==> src/rtl/johnson_pkg.sv <==
// Shared types and helpers for the Johnson counter sequencing controller.
//   state_t     : controller state encoding (IDLE / RUN / PAUSE)
//   phase_width : bit width needed to index the 2*width-long Johnson sequence
package johnson_pkg;

    typedef enum logic [1:0] {
        IDLE  = 2'd0,
        RUN   = 2'd1,
        PAUSE = 2'd2
    } state_t;

    localparam int unsigned DEFAULT_WIDTH = 3;

    function automatic int unsigned phase_width(input int unsigned width);
        return $clog2(2 * width);
    endfunction

endpackage

==> src/rtl/johnson_core.sv <==
// Johnson (twisted-ring) shift register datapath.
// Ports:
//   clk   : rising-edge clock
//   reset : asynchronous active-low reset, clears q
//   en    : advance one step this edge
//   dir   : 0 = forward {~q[0], q[W-1:1]}, 1 = reverse {q[W-2:0], ~q[W-1]}
//   clr   : synchronous clear to all-zeros, wins over en
//   q     : register value
module johnson_core #(
    parameter int unsigned WIDTH = 3
) (
    input  logic             clk,
    input  logic             reset,
    input  logic             en,
    input  logic             dir,
    input  logic             clr,
    output logic [WIDTH-1:0] q
);

    always_ff @(posedge clk or negedge reset) begin
        if (!reset) begin
            q <= '0;
        end else if (clr) begin
            q <= '0;
        end else if (en) begin
            if (dir) begin
                q <= {q[WIDTH-2:0], ~q[WIDTH-1]};
            end else begin
                q <= {~q[0], q[WIDTH-1:1]};
            end
        end
    end

endmodule

==> src/rtl/johnson_seq_ctrl.sv <==
// Commanded sequencing controller for a Johnson counter.
// Ports:
//   clk    : rising-edge clock
//   reset  : asynchronous active-low reset
//   start  : launch a run (IDLE only); len and dir are sampled with it
//   len    : number of advances, 0 = free-run until stop
//   dir    : 0 = forward, 1 = reverse
//   hold   : pause request while running
//   stop   : abort the run, return to IDLE
//   q      : Johnson register value
//   phase  : forward-order index of q (combinational)
//   busy   : high in RUN or PAUSE
//   paused : high in PAUSE
//   done   : one-cycle pulse when a finite run completes
//   wrap   : one-cycle pulse when an advance lands on all-zeros
module johnson_seq_ctrl
    import johnson_pkg::*;
#(
    parameter int unsigned WIDTH = DEFAULT_WIDTH,
    parameter int unsigned CNT_W = 8
) (
    input  logic                            clk,
    input  logic                            reset,
    input  logic                            start,
    input  logic [CNT_W-1:0]                len,
    input  logic                            dir,
    input  logic                            hold,
    input  logic                            stop,
    output logic [WIDTH-1:0]                q,
    output logic [phase_width(WIDTH)-1:0]   phase,
    output logic                            busy,
    output logic                            paused,
    output logic                            done,
    output logic                            wrap
);

    localparam int unsigned PH_W = phase_width(WIDTH);

    // The only states one advance away from all-zeros.
    localparam logic [WIDTH-1:0] FWD_PRE_ZERO = WIDTH'(1);
    localparam logic [WIDTH-1:0] REV_PRE_ZERO = {1'b1, {(WIDTH-1){1'b0}}};
    localparam logic [CNT_W-1:0] CNT_ONE      = CNT_W'(1);

    state_t           state, state_nxt;
    logic [CNT_W-1:0] remaining, remaining_nxt;
    logic             dir_r, dir_nxt;
    logic             done_nxt, wrap_nxt;
    logic             core_en, core_clr;

    johnson_core #(
        .WIDTH (WIDTH)
    ) u_core (
        .clk   (clk),
        .reset (reset),
        .en    (core_en),
        .dir   (dir_r),
        .clr   (core_clr),
        .q     (q)
    );

    always_ff @(posedge clk or negedge reset) begin
        if (!reset) begin
            state     <= IDLE;
            remaining <= '0;
            dir_r     <= 1'b0;
            done      <= 1'b0;
            wrap      <= 1'b0;
        end else begin
            state     <= state_nxt;
            remaining <= remaining_nxt;
            dir_r     <= dir_nxt;
            done      <= done_nxt;
            wrap      <= wrap_nxt;
        end
    end

    always_comb begin
        state_nxt     = state;
        remaining_nxt = remaining;
        dir_nxt       = dir_r;
        done_nxt      = 1'b0;
        wrap_nxt      = 1'b0;
        core_en       = 1'b0;
        core_clr      = 1'b0;

        case (state)
            IDLE: begin
                if (start && !stop) begin
                    core_clr      = 1'b1;
                    remaining_nxt = len;
                    dir_nxt       = dir;
                    state_nxt     = RUN;
                end
            end
            RUN, PAUSE: begin
                if (stop) begin
                    state_nxt = IDLE;
                end else if (hold) begin
                    state_nxt = PAUSE;
                end else begin
                    // Advance; a paused run resumes on the same edge hold drops.
                    core_en   = 1'b1;
                    state_nxt = RUN;
                    wrap_nxt  = dir_r ? (q == REV_PRE_ZERO) : (q == FWD_PRE_ZERO);
                    // remaining == 0 marks a free-run and is never decremented.
                    if (remaining != '0) begin
                        remaining_nxt = remaining - CNT_ONE;
                        if (remaining == CNT_ONE) begin
                            state_nxt = IDLE;
                            done_nxt  = 1'b1;
                        end
                    end
                end
            end
            default: state_nxt = IDLE;
        endcase
    end

    assign busy   = (state != IDLE);
    assign paused = (state == PAUSE);

    // First half of the sequence fills ones from the MSB (phase = ones count);
    // second half drains them from the MSB (phase = 2*WIDTH - ones count).
    logic [PH_W-1:0] ones;

    always_comb begin
        ones = '0;
        for (int unsigned i = 0; i < WIDTH; i++) begin
            ones = ones + PH_W'(q[i]);
        end
        if (q[WIDTH-1] || (q == '0)) begin
            phase = ones;
        end else begin
            phase = PH_W'(2 * WIDTH) - ones;
        end
    end

endmodule

==> config.mk <==
export PLATFORM = sky130hd
export DESIGN_NAME = johnson_seq_ctrl
export DESIGN_NICKNAME = d
export VERILOG_FILES = /design/src/rtl/johnson_pkg.sv /design/src/rtl/johnson_core.sv /design/src/rtl/johnson_seq_ctrl.sv
export SDC_FILE = /design/constraint.sdc
export NUM_CORES = 1
export LEC_CHECK = 0
export BUFFER_PORTS_ARGS = -buffer_cell sky130_fd_sc_hd__buf_2
export CORE_MARGIN = 4
export CORE_UTILIZATION = 35
export CTS_BUF_LIST = sky130_fd_sc_hd__clkbuf_4
export DETAILED_ROUTE_END_ITERATION = 8
export HOLD_SLACK_MARGIN = 0.06
export REMOVE_ABC_BUFFERS = 1
export SLEW_MARGIN = 20
export SYNTH_ARGS = -nofsm -noshare
export SYNTH_HDL_FRONTEND = slang
export SYNTH_SLANG_ARGS = --single-unit
export TNS_END_PERCENT = 100
==> constraint.sdc <==
create_clock -name clk -period 1.9 [get_ports clk]
set_input_delay 0.095 -clock clk [delete_from_list [all_inputs] [get_ports clk]]
set_output_delay 0.095 -clock clk [all_outputs]
set_load 0.005 [all_outputs]
==> impl_metrics.json <==
{
  "fp.dieW_um": 64.4,
  "core_um2": 3050,
  "routed_wl_mm": 2.79,
  "final_common_cell": "buf_2",
  "syn_to_final_growth_pct": 33.6,
  "setup_viol": 0,
  "status": "finished, final reports clean",
  "synth.distinct_cells": 34,
  "finClkSkew_ns": 0.0114,
  "cp-end-kind": "register",
  "htreeDepth": 1,
  "fin_crit_sh_pct": 98.0,
  "yosysWarnings": 0,
  "fp-row-count": 20,
  "wl_per_cell_um": 13.6,
  "place_area_um2": 1340,
  "insertedDiodeCount": 0,
  "antenna_found_initial": 0,
  "ir_worst_vdd_mv": 0.638,
  "power_density_nw_per_um2": 1800,
  "worstPathRequired_ns": 2.10,
  "worstPathArrival_ns": 2.06,
  "cts_tree": "done",
  "period_needed_ns": 1.86,
  "nNetsFinal": 184,
  "clockBufferDepth": 2,
  "tightest_slew_ns": 0.459,
  "total_power_w": 0.00268,
  "crit_path_start_kind": "register",
  "chipHeight_um": 64.4,
  "max_slew_margin_pct": 69.1,
  "crit_type": "register to register",
  "tns_ns": 0,
  "insertion_delay_ns": 0.30,
  "hold_class": "input pin to register",
  "place.gp.congestion": 0.787,
  "io_buffer_count": 23,
  "clock-root-buffer": "clkbuf_4",
  "power_leakage_nw": 0.695,
  "dp.cells": 192,
  "firstDrtPassIters": 4,
  "drv_slew": 0,
  "drc_errors": 0,
  "final_cell_mix": "buf_2 (23), dfrtp_1 (16), nor2_1 (15), buf_4 (15), inv_1 (10)",
  "die-area_um2": 4150,
  "hold_violations": 0,
  "postSynthAreaPerCell_um2": 9.28,
  "grt.total_usage_pct": 13.8,
  "rsz0062_at_grt": "yes",
  "fillers": 317,
  "drive_above_1_share_pct": 37.9,
  "fin_area_um2": 1490,
  "mappedNetlistArea_um2": 1110,
  "clk_pin_slew_ns": 0.10,
  "clkSinkCount": 16,
  "avgViaCountPerCell": 5.08,
  "grt_pass1_vias": 990,
  "grt_max_degree": 17,
  "cts_buffers": 3,
  "synth_cells": 120,
  "yosysSeqAreaShare_pct": 36.0,
  "ys_seq_elements": 16,
  "start_util_pct": 36.5,
  "stdcell_count": 205,
  "ioPinCount": 24,
  "final_antenna_net_count": 0,
  "whs_ns": 0.0811,
  "maxCapViolCount": 0,
  "dpl.hpwl_mm": 1.94,
  "drt_iter0_drc": 26,
  "fmax_mhz": 537,
  "via_count": 1042,
  "cp_max_fo": 6,
  "grt_pass1_wl_mm": 4.47,
  "overflow": 0
}
report_power, final:
group | switching [W] | total (W) | internal [W] | leakage [nW]
clock | 0.000116 | 0.000192 | 0.0000766 | 0.0154
sequential | 0.000161 | 0.000649 | 0.000488 | 0.195
combinational | 0.000961 | 0.00184 | 0.000879 | 0.485
total | 0.00124 | 0.00268 | 0.00144 | 0.695
logic make-up (layout without fill, tap and decap cells):
group,after synthesis,after routing,synth area share [%]
and+or+nand+nor,35,35,17.8
AOI/OAI and AO/OA,32,32,21.7
buffers and inverters,20,61,6.74
DFF,16,16,36.0
muxes,9,9,8.20
adders and majority gates,8,8,9.66
synth_stat cells:
cell	count	share of area (%)
mux2_2	1	1.0
o21a_4	1	1.3
or3b_2	1	0.79
or4_4	1	1.0
clkbuf_1	4	1.3
nor3_2	1	0.90
nand2b_1	1	0.56
or3b_4	1	1.0
fa_1	1	1.8
a21oi_1	5	2.2
nor2_1	15	5.1
a2bb2oi_1	2	1.6
nor4_4	1	1.9
ha_1	7	7.9
o21ai_0	5	2.2
nor4_1	1	0.56
o2bb2ai_1	1	0.79
o21ai_1	1	0.45
nand2_1	4	1.3
nor4b_1	1	0.79
nor3b_1	1	0.67
o22ai_1	1	0.56
nor3_1	5	2.2
a211oi_1	3	2.0
o221ai_1	4	3.1
inv_1	16	5.4
a31oi_4	1	1.9
o211ai_1	2	1.3
dfrtp_1	16	36
nand3_1	2	0.90
mux2i_1	8	7.2
a22oi_1	2	1.3
a31oi_1	3	1.7
o221a_1	1	1.0
per-stage QoR:
stage | util [%] | worst slack [ns]
2_1_floorplan | - | -0.0450
3_3_place_gp | 43.8 | 0.0885
3_5_place_dp | 43.8 | 0.0161
4_1_cts | 46.9 | 0.00301
5_1_grt | 48.7 | -0.0443
6_report | 48.7 | 0.0375
state kept, by name, indices dropped and copies added, names as in the netlist:
| name | cells |
|---|---|
| dir_r | 1 |
| done | 1 |
| remaining | 8 |
| state | 2 |
| u_core.q | 3 |
| wrap | 1 |
final timing paths:
check,start,end,slack (ns),cells after the start
max,state[1]$_DFFE_PN0P_,remaining[3]$_DFFE_PN0P_,0.04,7
min,len[1],remaining[1]$_DFFE_PN0P_,0.08,3
max reg2reg,state[1]$_DFFE_PN0P_,remaining[3]$_DFFE_PN0P_,0.04,7
min reg2reg,u_core.q[1]$_DFFE_PN0P_,wrap$_DFF_PN0_,0.58,2
max in group asynchronous,reset,done$_DFF_PN0_,1.39,2
min in group asynchronous,reset,remaining[4]$_DFFE_PN0P_,0.23,2
per-layer routing:
metal,vias to the layer above,global-route usage [%],wire length (um)
met5,-,0,0
met4,0,5.54,58
met3,5,2.64,104
met2,27,23.3,1390
met1,492,17.1,1230
li1,518,-,-
worst max-delay path, cell delays in order (launching register included):
cell and delay, ns:
dfrtp_1 0.39, inv_2 0.07, ha_4 0.26, or3b_4 0.41, a31oi_4 0.22, buf_12 0.15, o221ai_1 0.11, o2bb2ai_1 0.16
final cells by class:
class | count | area, um2 | share of cell area, %
Multi-Input combinational cell | 84 | 678 | 45.6
Sequential cell | 16 | 400 | 26.9
Timing Repair Buffer | 41 | 268 | 18.0
Inverter | 16 | 60.1 | 4.04
Tap cell | 44 | 55.1 | 3.70
Clock buffer | 3 | 22.5 | 1.51
Clock inverter | 1 | 3.75 | 0.252
timing repair:
item	CTS	global route
setup buffers	5	2
setup endpoints to repair	3	9
gates resized for setup	2	9
pin swaps	3	5
hold buffers	2	0
hold endpoints to repair	17	0
(Power assumes the default switching activity.)
